$ cat config.mk
export PLATFORM = sky130hd
export DESIGN_NAME = nn_output_reader
export DESIGN_NICKNAME = d
export VERILOG_FILES = /design/src/rtl/nn_pkg.sv /design/src/rtl/nn_argmax_tracker.sv /design/src/rtl/nn_output_reader.sv
export SDC_FILE = /design/constraint.sdc
export NUM_CORES = 1
export LEC_CHECK = 0
export ABC_AREA = 1
export BUFFER_PORTS_ARGS = -buffer_cell sky130_fd_sc_hd__buf_4
export CAP_MARGIN = 30
export CORE_MARGIN = 2
export CORE_UTILIZATION = 38
export DETAILED_ROUTE_END_ITERATION = 7
export MAX_ROUTING_LAYER = met4
export PLACE_DENSITY = 0.71
export SLEW_MARGIN = 20
export SYNTH_ARGS = -nofsm -noshare
export SYNTH_HDL_FRONTEND = slang
export SYNTH_SLANG_ARGS = --single-unit
$ cat constraint.sdc
create_clock -name clk -period 2.2 [get_ports clk]
set_input_delay 0.44 -clock clk [delete_from_list [all_inputs] [get_ports clk]]
set_output_delay 0.44 -clock clk [all_outputs]
set_load 0.01 [all_outputs]
$ cat src/rtl/nn_pkg.sv
// Shared constants and types for the neural network core: fixed-point format,
// output-reader FSM states and an address-width helper.
package nn_pkg;

  localparam int FRAC_BITS = 4;
  localparam int ONE       = 16;

  typedef enum logic [2:0] {
    IDLE,
    READ,
    WAIT,
    SEND,
    DONE
  } rd_state_t;

  // Smallest address width able to index n words; never below 1 bit.
  function automatic int addr_bits(input int n);
    return (n <= 2) ? 1 : $clog2(n);
  endfunction

endpackage

$ cat src/rtl/nn_argmax_tracker.sv
// Running signed maximum and its index over one drain; committed result is
// published when the final word is accepted.
module nn_argmax_tracker
  import nn_pkg::*;
#(
  parameter int DATA_W = 8,
  parameter int ADDR_W = 1
) (
  input  logic                     clk,
  input  logic                     rst,
  input  logic                     clear,
  input  logic                     update,
  input  logic                     commit,
  input  logic signed [DATA_W-1:0] data,
  input  logic [ADDR_W-1:0]        index,
  output logic                     class_valid,
  output logic [ADDR_W-1:0]        class_index,
  output logic signed [DATA_W-1:0] class_value
);

  logic signed [DATA_W-1:0] max_q;
  logic [ADDR_W-1:0]        idx_q;
  logic                     take;
  logic signed [DATA_W-1:0] cand_val;
  logic [ADDR_W-1:0]        cand_idx;

  // Strictly-greater replacement keeps the lowest index on ties.
  assign take     = update && ((index == '0) || (data > max_q));
  assign cand_val = take ? data  : max_q;
  assign cand_idx = take ? index : idx_q;

  always_ff @(posedge clk or posedge rst) begin
    if (rst) begin
      max_q       <= '0;
      idx_q       <= '0;
      class_valid <= 1'b0;
      class_index <= '0;
      class_value <= '0;
    end else begin
      class_valid <= commit;
      if (clear) begin
        max_q <= '0;
        idx_q <= '0;
      end else if (update) begin
        max_q <= cand_val;
        idx_q <= cand_idx;
      end
      if (commit) begin
        class_index <= cand_idx;
        class_value <= cand_val;
      end
    end
  end

endmodule

$ cat src/rtl/nn_output_reader.sv
// Drains the network output RAM after each inference and streams it over valid/ready.
// Define NN_OUT_ARGMAX_EN to add the class_valid/class_index/class_value argmax outputs.
module nn_output_reader
  import nn_pkg::*;
#(
  parameter int N_OUT  = 1,
  parameter int DATA_W = 8,
  parameter int ADDR_W = 1
) (
  input  logic                     clk,
  input  logic                     rst,
  input  logic                     ack_network,
  output logic                     mem_trig_r,
  output logic [ADDR_W-1:0]        mem_abus_r,
  input  logic signed [DATA_W-1:0] mem_dbus_r,
  output logic                     out_valid,
  input  logic                     out_ready,
  output logic signed [DATA_W-1:0] out_data,
  output logic [ADDR_W-1:0]        out_index,
  output logic                     out_last,
  output logic                     busy,
  output logic                     done,
  output logic                     overrun
`ifdef NN_OUT_ARGMAX_EN
  ,
  output logic                     class_valid,
  output logic [ADDR_W-1:0]        class_index,
  output logic signed [DATA_W-1:0] class_value
`endif
);

  localparam logic [ADDR_W-1:0] LAST_IDX = ADDR_W'(N_OUT - 1);

  rd_state_t         state_q, state_d;
  logic              ack_q;
  logic              ack_rise;
  logic              hs;
  logic              final_hs;
  logic [ADDR_W-1:0] idx_q;

  assign ack_rise   = ack_network & ~ack_q;
  assign hs         = (state_q == SEND) & out_ready;
  assign final_hs   = hs & (idx_q == LAST_IDX);
  assign mem_trig_r = (state_q == READ);
  assign mem_abus_r = idx_q;

  always_ff @(posedge clk or posedge rst) begin
    if (rst) state_q <= IDLE;
    else     state_q <= state_d;
  end

  always_comb begin
    // NOTE: default first so every path assigns state_d and no latch is inferred.
    state_d = state_q;
    case (state_q)
      IDLE:    if (ack_rise) state_d = READ;
      READ:    state_d = WAIT;
      WAIT:    state_d = SEND;
      SEND:    if (hs) state_d = final_hs ? DONE : READ;
      DONE:    state_d = IDLE;
      default: state_d = IDLE;
    endcase
  end

  // NOTE: non-blocking assignments so every register samples pre-edge values.
  always_ff @(posedge clk or posedge rst) begin
    if (rst) begin
      ack_q     <= 1'b0;
      idx_q     <= '0;
      out_valid <= 1'b0;
      out_data  <= '0;
      out_index <= '0;
      out_last  <= 1'b0;
      busy      <= 1'b0;
      done      <= 1'b0;
      overrun   <= 1'b0;
    end else begin
      ack_q <= ack_network;
      done  <= final_hs;
      if (ack_rise && (state_q != IDLE)) overrun <= 1'b1;
      case (state_q)
        IDLE: if (ack_rise) begin
          busy  <= 1'b1;
          idx_q <= '0;
        end
        WAIT: begin
          out_data  <= mem_dbus_r;
          out_index <= idx_q;
          out_last  <= (idx_q == LAST_IDX);
          out_valid <= 1'b1;
        end
        SEND: if (hs) begin
          out_valid <= 1'b0;
          out_last  <= 1'b0;
          if (!final_hs) idx_q <= idx_q + 1'b1;
        end
        DONE:    busy <= 1'b0;
        default: ;
      endcase
    end
  end

`ifdef NN_OUT_ARGMAX_EN
  nn_argmax_tracker #(
    .DATA_W (DATA_W),
    .ADDR_W (ADDR_W)
  ) u_argmax (
    .clk         (clk),
    .rst         (rst),
    .clear       (ack_rise && (state_q == IDLE)),
    .update      (hs),
    .commit      (final_hs),
    .data        (out_data),
    .index       (out_index),
    .class_valid (class_valid),
    .class_index (class_index),
    .class_value (class_value)
  );
`endif

endmodule

==> qor.yml <==
r2r_cells: 5
multi_input_area_um2: 240
finalPower_uw: 1400
min_path_type: "in2async"
rows: 16
maxSlewHeadroom: 0.538
io_buffers: 27
tightest_slew_ps: 693
ys_warn_count: 0
max_cap_viol_count: 0
fin_crit_ps: 1630
layout_commonest_cell: "nand2_1"
num_io_pins: 28
ys_seq_elements: 19
synth_nets: 99
htree_levels: 1
skew_ps: 8.66
path_max_fanout: 4
worst-endpoint-arrival_ps: 1190
core_um2: 1940
grt_pass1_vias: 640
crit_path_start: "state_q[2]"
track_usage: 0.154
drc_errors: 0
utilization: 0.528
hold_viol: 0
r2r_end: "out_index"
place.gp.congestion: 0.772
fmax_mhz: 613
avgRoutedWirePerCell_um: 11.2
post-route-period-util: 0.742
crit_required_ps: 1760
die_area_um2: 2400
final_nets: 130
p_leak_uw: 0.000577
crit_chain: "nor3_1 -> buf_4"
vias: 652
cts.sinks: 19
status: "completed"
most-common-layout-cells: "nand2_1, buf_4, dfrtp_1"
dr.pass1.iters: 4
die-width_um: 49
clk_latency_ps: 300
cts_resized: 0
slowest_delay_ps: 440
register_area_um2: 475
fin_tns_setup_ps: 0
peakVddDrop_uv: 590
cp_top_family: "flip-flops"
r2r-start: "state_q[1]"
antenna_found_initial: 0
numCtsBuffers: 3
drive_above_1_share: 0.299
p_per_area_nw_per_um2: 1360
totalWireLength_um: 1610
worstSetupPathType: "reg2out"
clkTransAtPathRegs_ps: 110
initial_core_util: 0.396
grt_overflow: 0
cts_tree: "built"
cp-start-kind: "flop"
cts_hold_buf: 0
grt_pass1_wl_um: 2690
area_delta_synth_final_pct: 33.2
finalSetupViolCount: 0
r2r_slack_ps: 940
cp.buffers_inverters: 1
end_kind: "primary output"
grt_max_degree: 20
synth_area_per_cell_um2: 8.84
antenna_cells: 0
syn_inst: 87
fp.dieH_um: 49
num-fill-cells: 206
yosys.cell_types.count: 15
drt_iter0_markers: 14
synth_area_um2: 769
rsz0062_at_grt: "no"
drtAntennaViolNets: 0
viasPerCell: 4.53
root_buffer: "clkbuf_4"
cp_slowest_cell: "dfrtp_1"
hold_slack_ps: 238
clockBufferDepth: 2
postCtsSetupBuffers: 0
hpwlAfterDp_um: 1200
report.final.slew_viol_count: 0
synth-seq-area-share: 0.618
==> synthesized netlist by cell type <==
cell type,n,area share
nand2_1,32,0.16
buf_4,1,0.0098
nor2_2,1,0.0081
o21ai_0,4,0.026
nor3_1,1,0.0065
nand3_1,4,0.026
nand3b_1,1,0.0098
a21o_2,1,0.011
nor2_1,6,0.029
nand2_2,2,0.016
o21a_1,1,0.0098
inv_1,11,0.054
dfrtp_1,19,0.62
a21oi_1,2,0.013
clkinv_2,1,0.0065
==> flip-flops by register name, indices dropped and copies added, names as in the netlist <==
register / flops
out_valid: 1
overrun: 1
out_index: 1
done: 1
out_last: 1
ack_q: 1
mem_abus_r: 1
state_q: 3
busy: 1
out_data: 8
==> routing by layer <==
| layer | routed length (um) | share of wire | global-route usage |
|---|---|---|---|
| met5 | 0 | 0 | - |
| met2 | 868 | 0.54 | 0.256 |
| met1 | 644 | 0.40 | 0.181 |
| met3 | 61 | 0.038 | 0.0184 |
| met4 | 34 | 0.021 | 0.0857 |
==> cell families (layout without fill, tap and decap cells) <==
family | after synthesis | in the layout | synth area share
and+or+nand+nor | 47 | 47 | 0.252
AOI/OAI and AO/OA | 8 | 8 | 0.0602
DFF | 19 | 19 | 0.618
buffers and inverters | 13 | 43 | 0.0699
==> worst max-delay path by stage <==
stage | end | slack, ps | cells after the start
after floorplan | mem_trig_r | 1030 | 1
after global placement | mem_trig_r | 970 | 2
after detailed placement | mem_trig_r | 920 | 2
after CTS | mem_trig_r | 580 | 2
after global routing | mem_trig_r | 530 | 3
final | mem_trig_r | 570 | 2
==> power breakdown <==
group	switching, uW	internal (uW)
Sequential	81.5	491
Combinational	363	286
Clock	105	70.6
Total	549	847
==> worst register-to-register path: cells and delay by family (launching register included) <==
kind,cells,cell delay [ps]
and+or+nand+nor,2,240
DFF,1,420
buffers and inverters,2,280
AOI/OAI and AO/OA,1,210
==> per-stage QoR <==
step	cells	area (um2)	setup WS, ps
after global routing	144	1020	532
after CTS	144	1020	576
final	144	1020	568
after detailed placement	140	998	922
after floorplan	87	769	1030
after global placement	140	998	974
==> final cells by class <==
| class | instances | share of cell area |
|---|---|---|
| clock buffers | 4 | 0.0256 |
| inverters | 12 | 0.0452 |
| multi-input cells | 55 | 0.234 |
| repair buffers | 27 | 0.198 |
| well taps | 27 | 0.0330 |
| flip-flops and latches | 19 | 0.464 |
(Power assumes the default switching activity.)
